--- src/rtl/key_hold_tracker.sv ---
// key_hold_tracker
//   Decodes a stream of raw PS/2 set-2 bytes into a held-key bitmask for the
//   game controls and generates an auto-repeat fire strobe while space is held.
//
// Parameters:
//   FIRE_COOLDOWN  clk cycles between auto-repeat fire pulses (2 .. 2^24-1)
//
// Ports:
//   clk         system clock, rising edge
//   reset       asynchronous, active-high reset
//   code_valid  one-cycle tick, code is valid in that cycle
//   code        raw PS/2 byte (make, F0 break prefix, E0 extended prefix)
//   clear       synchronous release of all keys; wins over code_valid
//   held        [0]=A [1]=D [2]=S [3]=W [4]=space
//               [5]=up [6]=left [7]=down [8]=right (arrows need the E0 prefix)
//   any_held    OR of held
//   fire_pulse  registered one-cycle fire strobe
module key_hold_tracker #(
    parameter int unsigned FIRE_COOLDOWN = 5_000_000
) (
    input  logic       clk,
    input  logic       reset,
    input  logic       code_valid,
    input  logic [7:0] code,
    input  logic       clear,
    output logic [8:0] held,
    output logic       any_held,
    output logic       fire_pulse
);

    typedef enum logic [1:0] {
        IDLE    = 2'd0,
        BRK     = 2'd1,
        EXT     = 2'd2,
        EXT_BRK = 2'd3
    } state_t;

    localparam logic [7:0]  CODE_BREAK = 8'hF0;
    localparam logic [7:0]  CODE_EXT   = 8'hE0;
    localparam logic [23:0] COOL_LAST  = 24'(FIRE_COOLDOWN - 32'd1);

    // One-hot held bit for a code that is meaningful without the E0 prefix.
    function automatic logic [8:0] plain_mask(input logic [7:0] c);
        logic [8:0] m;
        case (c)
            8'h1C:   m = 9'h001;
            8'h23:   m = 9'h002;
            8'h1B:   m = 9'h004;
            8'h1D:   m = 9'h008;
            8'h29:   m = 9'h010;
            default: m = 9'h000;
        endcase
        return m;
    endfunction

    // One-hot held bit for a code that is meaningful only after E0.
    function automatic logic [8:0] ext_mask(input logic [7:0] c);
        logic [8:0] m;
        case (c)
            8'h75:   m = 9'h020;
            8'h6B:   m = 9'h040;
            8'h72:   m = 9'h080;
            8'h74:   m = 9'h100;
            default: m = 9'h000;
        endcase
        return m;
    endfunction

    state_t      state_r, state_s;
    logic [8:0]  held_r, held_s;
    logic [23:0] cnt_r, cnt_s;
    logic        fire_r, fire_s;

    // State, key mask, cooldown counter and fire strobe registers.
    always_ff @(posedge clk or posedge reset) begin
        if (reset) begin
            state_r <= IDLE;
            held_r  <= 9'h000;
            cnt_r   <= 24'd0;
            fire_r  <= 1'b0;
        end else begin
            state_r <= state_s;
            held_r  <= held_s;
            cnt_r   <= cnt_s;
            fire_r  <= fire_s;
        end
    end

    // Prefix decoder: next state and next key mask.
    always_comb begin
        state_s = state_r;
        held_s  = held_r;
        if (clear) begin
            state_s = IDLE;
            held_s  = 9'h000;
        end else if (code_valid) begin
            case (state_r)
                IDLE: begin
                    if (code == CODE_BREAK) begin
                        state_s = BRK;
                    end else if (code == CODE_EXT) begin
                        state_s = EXT;
                    end else begin
                        held_s = held_r | plain_mask(code);
                    end
                end
                BRK: begin
                    // Repeated F0 keeps waiting; anything else ends the break.
                    if (code == CODE_BREAK) begin
                        state_s = BRK;
                    end else begin
                        held_s  = held_r & ~plain_mask(code);
                        state_s = IDLE;
                    end
                end
                EXT: begin
                    if (code == CODE_EXT) begin
                        state_s = EXT;
                    end else if (code == CODE_BREAK) begin
                        state_s = EXT_BRK;
                    end else begin
                        held_s  = held_r | ext_mask(code);
                        state_s = IDLE;
                    end
                end
                EXT_BRK: begin
                    held_s  = held_r & ~ext_mask(code);
                    state_s = IDLE;
                end
                default: begin
                    state_s = IDLE;
                end
            endcase
        end else begin
            state_s = state_r;
            held_s  = held_r;
        end
    end

    // Fire cadence: the strobe is computed from the next mask so that it
    // coincides with the first cycle space reads as held. The counter
    // restarts at every pulse, so it never exceeds COOL_LAST and cannot wrap.
    always_comb begin
        cnt_s  = 24'd0;
        fire_s = 1'b0;
        if (!held_s[4]) begin
            cnt_s  = 24'd0;
            fire_s = 1'b0;
        end else if (!held_r[4]) begin
            cnt_s  = 24'd0;
            fire_s = 1'b1;
        end else if (cnt_r == COOL_LAST) begin
            cnt_s  = 24'd0;
            fire_s = 1'b1;
        end else begin
            cnt_s  = cnt_r + 24'd1;
            fire_s = 1'b0;
        end
    end

    assign held       = held_r;
    assign any_held   = |held_r;
    assign fire_pulse = fire_r;

endmodule

--- config.mk ---
export PLATFORM = sky130hd
export DESIGN_NAME = key_hold_tracker
export DESIGN_NICKNAME = d
export VERILOG_FILES = /design/src/rtl/key_hold_tracker.sv
export SDC_FILE = /design/constraint.sdc
export NUM_CORES = 1
export LEC_CHECK = 0
export CORE_UTILIZATION = 50
export DETAILED_ROUTE_END_ITERATION = 7
export GPL_TIMING_DRIVEN = 0
export PLACE_DENSITY = 0.72
export SLEW_MARGIN = 20
export SYNTH_ARGS = -nofsm -noshare
export SYNTH_HDL_FRONTEND = slang
export SYNTH_SLANG_ARGS = --single-unit
--- constraint.sdc ---
create_clock -name clk -period 4.7 [get_ports clk]
set_input_delay 1.175 -clock clk [delete_from_list [all_inputs] [get_ports clk]]
set_output_delay 1.175 -clock clk [all_outputs]
set_load 0.1 [all_outputs]
==> results of run 1 <==
[sequential cells by signal, indices dropped and copies added, names as in the netlist]
signal      flops
cnt_r          24
held            9
state_r         2
fire_pulse      1
[final cells by class]
class	count	area [um^2]
timing repair buffer	21	220
inverter	10	37.5
clock inverter	3	42.5
fill	368	1510
multi-input combinational	173	1140
tap	50	62.6
sequential	36	901
buffer	14	76.3
clock buffer	5	68.8
[final timing paths]
check / depth (start not counted) / from / end
max in group asynchronous: 3 / reset / cnt_r[7]
worst max register to register: 5 / cnt_r[6] / cnt_r[6]
min in group asynchronous: 2 / reset / held[6]
worst max-delay path: 3 / held[2] / any_held
worst min-delay path: 1 / cnt_r[0] / cnt_r[0]
worst min register to register: 1 / cnt_r[0] / cnt_r[0]
[metal layers]
layer | track usage, % | part of all wire (%) | vias to the layer above
met1 | 38.0 | 51 | 915
li1 | - | - | 943
met4 | 7.98 | 1.4 | 0
met3 | 4.56 | 3.2 | 7
met2 | 36.0 | 44 | 28
met5 | 0 | 0 | -
[placed cells by master, fill, tap and decap left out, types with 9 or more instances in the layout]
cell type,synthesis,routed
dfrtp_1,36,36
clkdlybuf4s50_1,0,20
nor3_1,19,19
nand2_1,15,15
nand4_1,14,14
a211oi_1,12,12
nand3_1,10,10
xor2_1,10,10
inv_1,10,9
or3_1,9,9
o21ai_0,9,9
[power breakdown]
part	switching (W)	internal, W	total (W)
Clock	0.000117	0.000157	0.000274
Combinational	0.0000244	0.0000152	0.0000396
Sequential	0.000000585	0.000310	0.000311
Total	0.000142	0.000482	0.000624
[stage by stage]
step / total power [W] / cells / utilization [%] / area [um^2] / hold WS [ns]
3_3_place_gp: 0.000354 / 303 / 59.5 / 2410 / 0.480
3_5_place_dp: 0.000356 / 304 / 60.0 / 2430 / 0.493
4_1_cts: 0.000633 / 312 / 62.8 / 2550 / 0.503
2_1_floorplan: 0.000336 / 233 / - / 2150 / 0.458
6_report: 0.000624 / 312 / 62.8 / 2550 / 0.502
5_1_grt: 0.000647 / 312 / 62.8 / 2550 / 0.546
[critical path, cell delays in order, from the launching register on]
cell             delay (ns)
dfrtp_1                0.41
nor4_1                 0.32
nand4_1                0.13
clkdlybuf4s50_1        0.98
[kinds of logic after synthesis]
family | after synthesis | share of synthesized area (%)
adders and majority gates | 1 | 0.581
DFF | 36 | 41.9
muxes | 3 | 1.40
buffers and inverters | 24 | 5.29
and+or+nand+nor | 116 | 32.2
AOI/OAI and AO/OA | 41 | 13.8
xor gates and xnor gates | 12 | 4.88
==> metrics.txt, run 1 <==
status finished clean; number of iterations in the first detailed-routing pass 4; cts repair resizes 0; synth top area cells dfrtp_1, nor3_1, a211oi_1; Worst EP required 3.52 ns; first-pass GRT wire length 8550 um; post-route setup slack 1.39 ns; Tot GR Track Use 25.3%; row cnt 23; initial antenna violation count 0; pre-CTS setup slack 1.17 ns; # setup viols final 0; # diodes 0; Post-Synthesis Net Count 246; top-area cell type share of the netlist area 41.9%; RSZ-0062 raised after global routing no; die height 67.6 um; Syn-to-layout area delta 18.3%; CTS root buffer clkbuf_8; Initial Util 53.0%; Power per Cell Area 245 mW/mm^2; GP Congestion 0.842; DP Wirelength 3590 um; Core Region 0.00406 mm^2; Peak VDD IR 0.232 mV; ratio of routed vias to standard cells 6.07; GR Overflow Total 0; Die Width 67.6 um; First DRT Iteration DRCs 161; Post-synth top cells dfrtp_1, nor3_1, nand2_1; Final Slew Violations 0; worst slew pin tran 0.968 ns; maximum clock path buffer count 2; crit-path max FO 3; Max Freq 302 MHz; largest net degree at the start of global routing 35; vias in the first global route 1773; Sink Count 36; # Max-Cap Violations 0; fin crit period 3.31 ns; critical path type reg2out; Max-slew headroom 35.3%; setup TNS 0 ns; share of layout cells above drive strength 1 9.54%; H-Tree Depth 2; Mapped Cells 233; Routed WL per cell 16.0 um; clock latency on the worst-skew pair 0.29 ns; syn avg cell area 9.24 um^2; Worst-path clk slew 0.07 ns; Yosys warning total 0; Layout Nets 274; crit path launch type flop; ys async rst share 100%; FF+latch count, synth 36; via count 1893; critical path arrival 2.14 ns; cell taking the most area after synthesis dfrtp_1; CTS tree done; top-count cell post-synth dfrtp_1; nature of the critical path endpoint output port; Cell Area, Synth 0.00215 mm^2; Final period util 70.4%; # IOs 23; Synth Flop Type dfrtp_1; Leak 0.918 nW; postcts setup bufs 0; final hold violation count 0; Unique masters post-synth 48; Post-Route Skew 0.00632 ns; die area 0.00457 mm^2; Post-Route WL 5000 um; Worst Hold Class reg2reg; remaining antenna violation count 0; CTS Hold Buffers Added 0; Worst R2R Setup Slack 2.42 ns; Post-synth EDFFs 0; # DRC 0; CTS Buf Count 5; sequential share of the synthesized area 41.9%; port bufs 20
Note: power is estimated with default switching activity, not from simulation.
==> inputs of run 2 (changes only) <==
Clock period 4.7 ns to 3.1 ns, I/O delays scaled along.
==> results of run 2 <==
The final DEF is identical to that of run 1. Status: finished clean.
Among the figures that moved: setup slack after placement 1.17 ns -> -0.0320 ns; setup slack after layout 1.39 ns -> 0.189 ns; register-to-register setup slack 2.42 ns -> 0.82 ns; total power 0.000624 W -> 0.000947 W; worst IR drop on VDD 0.232 mV -> 0.351 mV
